`config.mk`:
```
export PLATFORM = sky130hd
export DESIGN_NAME = mac_seq_ctrl
export DESIGN_NICKNAME = d
export VERILOG_FILES = /design/src/rtl/mac_seq_ctrl.sv
export SDC_FILE = /design/constraint.sdc
export NUM_CORES = 1
export LEC_CHECK = 0
export BUFFER_PORTS_ARGS = -buffer_cell sky130_fd_sc_hd__buf_2
export CORE_UTILIZATION = 43
export DETAILED_ROUTE_END_ITERATION = 12
export MAX_ROUTING_LAYER = met4
export PLACE_DENSITY = 0.8
export SETUP_SLACK_MARGIN = 0.05
export SYNTH_ARGS = -nofsm -noshare
export SYNTH_HDL_FRONTEND = slang
export SYNTH_SLANG_ARGS = --single-unit
```
`constraint.sdc`:
```
create_clock -name clk -period 2.6 [get_ports clk]
set_input_delay 0.39 -clock clk [delete_from_list [all_inputs] [get_ports clk]]
set_output_delay 0.39 -clock clk [all_outputs]
set_load 0.05 [all_outputs]
```
`src/rtl/mac_seq_ctrl.sv`:
```
// mac_seq_ctrl: beat sequencer for a 4-lane registered MAC wrapper.
// Accepts a start command with a beat count and streams 4-pair operand beats
// into the wrapper. On each beat it feeds the wrapper's psum back into the
// wrapper's accumulator input, then returns the final dot product over a
// valid/ready result port.
// Optional feature: define MAC_SEQ_BIAS_EN to add a bias_in port. The bias
// seeds the accumulator in place of the constant zero.
module mac_seq_ctrl #(
  parameter int BW      = 4,
  parameter int PSUM_BW = 16,
  parameter int CNT_BW  = 8
) (
  input  logic                clk,
  input  logic                reset,
  input  logic                start,
  input  logic [CNT_BW-1:0]   num_beats,
  input  logic                in_valid,
  output logic                in_ready,
  input  logic [4*BW-1:0]     in_a,
  input  logic [4*BW-1:0]     in_b,
  output logic [4*BW-1:0]     mac_a,
  output logic [4*BW-1:0]     mac_b,
  output logic [PSUM_BW-1:0]  mac_c,
  input  logic [PSUM_BW-1:0]  mac_out,
  output logic                res_valid,
  input  logic                res_ready,
  output logic [PSUM_BW-1:0]  res_data,
  output logic                busy
`ifdef MAC_SEQ_BIAS_EN
  ,
  input  logic [PSUM_BW-1:0]  bias_in
`endif
);

  typedef enum logic [1:0] {IDLE, RUN, DRAIN, RESULT} state_t;

  state_t              state;
  logic [CNT_BW-1:0]   beat_cnt;
  logic [CNT_BW-1:0]   beats_q;
  logic                first_flag;
  logic                fire;
  logic                last_beat;
  logic [PSUM_BW-1:0]  init_val;

`ifdef MAC_SEQ_BIAS_EN
  logic [PSUM_BW-1:0]  init_q;
  logic [PSUM_BW-1:0]  start_init;
  assign init_val   = init_q;
  assign start_init = bias_in;
`else
  logic [PSUM_BW-1:0]  start_init;
  assign init_val   = '0;
  assign start_init = '0;
`endif

  // in_ready is a register that is only high in RUN, so a fire cannot
  // happen in any other state.
  assign fire      = in_valid & in_ready;
  // beats_q is at least 1 whenever RUN is active, so the subtraction
  // cannot underflow. Comparing against the last index, rather than
  // counting up to num_beats, keeps the 2^CNT_BW-1 case within range.
  assign last_beat = (beat_cnt == beats_q - 1'b1);

  // Sequencer FSM: job control, beat counting, and the registered handshake outputs
  always_ff @(posedge clk) begin
    if (reset) begin
      state      <= IDLE;
      beat_cnt   <= '0;
      beats_q    <= '0;
      first_flag <= 1'b1;
      res_valid  <= 1'b0;
      res_data   <= '0;
      busy       <= 1'b0;
      in_ready   <= 1'b0;
`ifdef MAC_SEQ_BIAS_EN
      init_q     <= '0;
`endif
    end else begin
      case (state)
        IDLE: begin
          if (start) begin
            busy <= 1'b1;
`ifdef MAC_SEQ_BIAS_EN
            init_q <= bias_in;
`endif
            if (num_beats != '0) begin
              beats_q    <= num_beats;
              beat_cnt   <= '0;
              first_flag <= 1'b1;
              in_ready   <= 1'b1;
              state      <= RUN;
            end else begin
              res_data  <= start_init;
              res_valid <= 1'b1;
              state     <= RESULT;
            end
          end
        end
        RUN: begin
          if (fire) begin
            beat_cnt   <= beat_cnt + 1'b1;
            first_flag <= 1'b0;
            if (last_beat) begin
              in_ready <= 1'b0;
              state    <= DRAIN;
            end
          end
        end
        DRAIN: begin
          res_data  <= mac_out;
          res_valid <= 1'b1;
          state     <= RESULT;
        end
        RESULT: begin
          if (res_ready) begin
            res_valid <= 1'b0;
            busy      <= 1'b0;
            state     <= IDLE;
          end
        end
        default: state <= IDLE;
      endcase
    end
  end

  // Wrapper drive: operands pass through only on a fire, so a stall adds zero
  // products. The accumulator is seeded on the first beat and chained from
  // mac_out afterwards.
  always_comb begin
    mac_a = '0;
    mac_b = '0;
    mac_c = '0;
    if (fire) begin
      mac_a = in_a;
      mac_b = in_b;
    end
    if (state == RUN || state == DRAIN) begin
      mac_c = first_flag ? init_val : mac_out;
    end
  end

endmodule

```
==> run metrics <==
status=completed; reg2reg start=beats_q[0]$_SDFFE_PP0P_; PwrDens=719 nW/um^2; TritonCTS clock tree=yes; Worst Tran Pin Value=707 ps; Die X=72.5 um; Commonest cells post-synth=38 x dfxtp_1, 35 x and3_1, 25 x nand2_1; Gate Count Post-Synth=270; Post-CTS Resized=0; Post-Route Setup TNS=0 ps; mapped cell area=2140 sq um; Core Region=4750 sq um; crit path DAT=2570 ps; Pre-antenna DRT Iters=4; Setup crit end kind=flip-flop; Pleak=0.00155 uW; placed cell areas=2840 sq um; Top FF cell, synth=dfxtp_1; asr flop ratio synth=0%; Final Non-Filler Cells=459; Min-Delay Startpoint=num_beats[4]; CTS clock-pin slew for the worst setup and hold paths=70 ps; htree depth=2; sequential fraction of the synthesis area=35.6%; CP Max Fanout=5; period utilization=92.2%; post-synth net total=337; largest net degree at the start of global routing=35; crit path from=beats_q[0]$_SDFFE_PP0P_; critical path class=reg -> reg; Synth Register Bits=38; Ant. Diodes=0; DP Cell Count=453; GRT Max-Usage Layer=met2; syn avg cell area=7.92 sq um; area fraction of the dominant cell type after synthesis=35.6%; number of port buffers=127; EDFF count, synth=0; grt ovf=0; Clock Skews=4.58 ps; met3 usage=3.61%; met2 Resource Use GR=40.5%; first-pass GRT wire length=9090 um; via count=2320; Die Ht=72.5 um; VDD IR max=0.399 mV; Final ANT Viol Nets=0; Syn-to-layout area delta=36.5%; Rel. slew slack=52.9%; max-cap viol count=0; postcts setup bufs=0; GRT Total Usage=22.6%; crit path launch type=flip-flop; placer congestion estimate=0.832; initial antenna violation count=0; Ports=128; initial drt markers=61; CTS Root Cell=clkbuf_8; Starting Density=45.0%; Slew Viols, Final=0; layout cell share with drive strength beyond 1=36.5%; cts bufs inserted=5; via/cell ratio=5.05; Rows=25; Hold Path Class=in -> reg; Routed Wire Length=5720 um; f_max=417 MHz; RSZ-0062 raised after global routing=no; final hold violation count=0; fin nets=460; Synth Warn #=0; number of remaining DRC errors=0; Post-CTS Hold Buffers=0; Longest Clk Path Bufs=2; latest clock arrival within the worst-skew pair=290 ps; area leader, netlist=dfxtp_1; Die ar.=5260 sq um; Num Clock Sinks=38; Worst Path Required=2780 ps; vias in the first global route=2048; wire per inst=12.5 um; most common cell in the netlist=dfxtp_1; fin crit period=2400 ps; most area-consuming cells after synthesis=dfxtp_1 36%, and3_1 10%, a21oi_1 5.6%, and2_1 5.0%, nand2_1 4.4%; Netlist cell types=39; DP HPWL=4310 um; global-route met1 utilization=26.1%; endpoints failing setup=0; final instance area=2920 sq um
through the flow:
step / power, uW / utilization (%) / worst slack, ps / hold WS, ps
final: 2100 / 61.4 / 203 / 351
after global routing: 2230 / 61.4 / 89.8 / 368
after CTS: 2110 / 61.4 / 152 / 349
after detailed placement: 1710 / 59.6 / 218 / 441
after global placement: 1680 / 59.6 / 262 / 434
after floorplan: 1460 / - / 326 / 427
routing by layer:
metal / share of wire [%] / wire (um) / vias up
li1: - / - / 1175
met1: 42 / 2390 / 1048
met2: 50 / 2850 / 91
met3: 7.3 / 415 / 6
met4: 1.1 / 63 / 0
met5: 0 / 0 / -
area by class of cell:
cell class,instances,area (sq um)
clock buffers,6,82.6
fillers,432,1830
inverters,8,30.0
multi-input cells,208,1290
flip-flops and latches,38,761
well taps,67,83.8
repair buffers,132,673
registers in the layout, indices dropped and copies added, names as in the netlist:
register / flops
state: 2
first_flag: 1
res_data: 16
res_valid: 1
beats_q: 8
busy: 1
in_ready: 1
beat_cnt: 8
worst max-delay path: stages, from the launching register on:
cell	delay, ps
dfxtp_1	350
or4_4	570
or4b_1	520
a21oi_1	140
o311ai_1	160
a21boi_2	220
mux2_1	330
path summary, 6_finish.rpt:
kind | endpoint | slack, ps | cells past startpoint
max | state[1]$_SDFFE_PP0P_ | 200 | 6
min | beats_q[4]$_SDFFE_PP0P_ | 350 | 3
max reg2reg | state[1]$_SDFFE_PP0P_ | 200 | 6
min reg2reg | res_data[7]$_SDFFE_PP0P_ | 450 | 2
report_power, final:
group / leakage (uW) / total (uW) / internal [uW] / switching, uW
sequential: 0.000309 / 702 / 639 / 62.8
combinational: 0.00120 / 1000 / 327 / 675
clock: 0.0000431 / 397 / 204 / 192
total: 0.00155 / 2100 / 1170 / 931
logic make-up (layout without fill, tap and decap cells):
logic type / count (synthesis) / count (layout) / share of synthesized area, %
buffers and inverters: 24 / 146 / 4.27
xor gates and xnor gates: 18 / 18 / 7.37
AOI/OAI and AO/OA: 40 / 40 / 10.9
muxes: 10 / 10 / 4.74
DFF: 38 / 38 / 35.6
adders and majority gates: 6 / 6 / 3.51
and+or+nand+nor: 134 / 134 / 33.6
cell usage in the layout (no fill, tap or decap), drive strengths merged:
cell    netlist  final
or2           1      1
nand4         5      5
o21ai         5      5
o31ai         1      1
ha            6      6
nand2b        3      3
o21bai        1      1
buf           1    132
nand3b        1      1
a211oi        1      1
xor2          8      8
nor2b         1      1
and2         17     17
inv           8      8
or4           3      3
nor4          1      1
nand3        17     17
o211ai        1      1
nand2        25     25
clkbuf       15      6
nor3          2      2
a21boi        1      1
or4b          2      2
o21a          1      1
nor2         20     20
a22oi         1      1
mux2          1      1
a21o          2      2
and3         35     35
o311ai        1      1
nor3b         1      1
xnor2        10     10
a21oi        24     24
a311oi        1      1
mux2i         9      9
dfxtp        38     38
No activity file was read; power rests on OpenSTA's default activity.
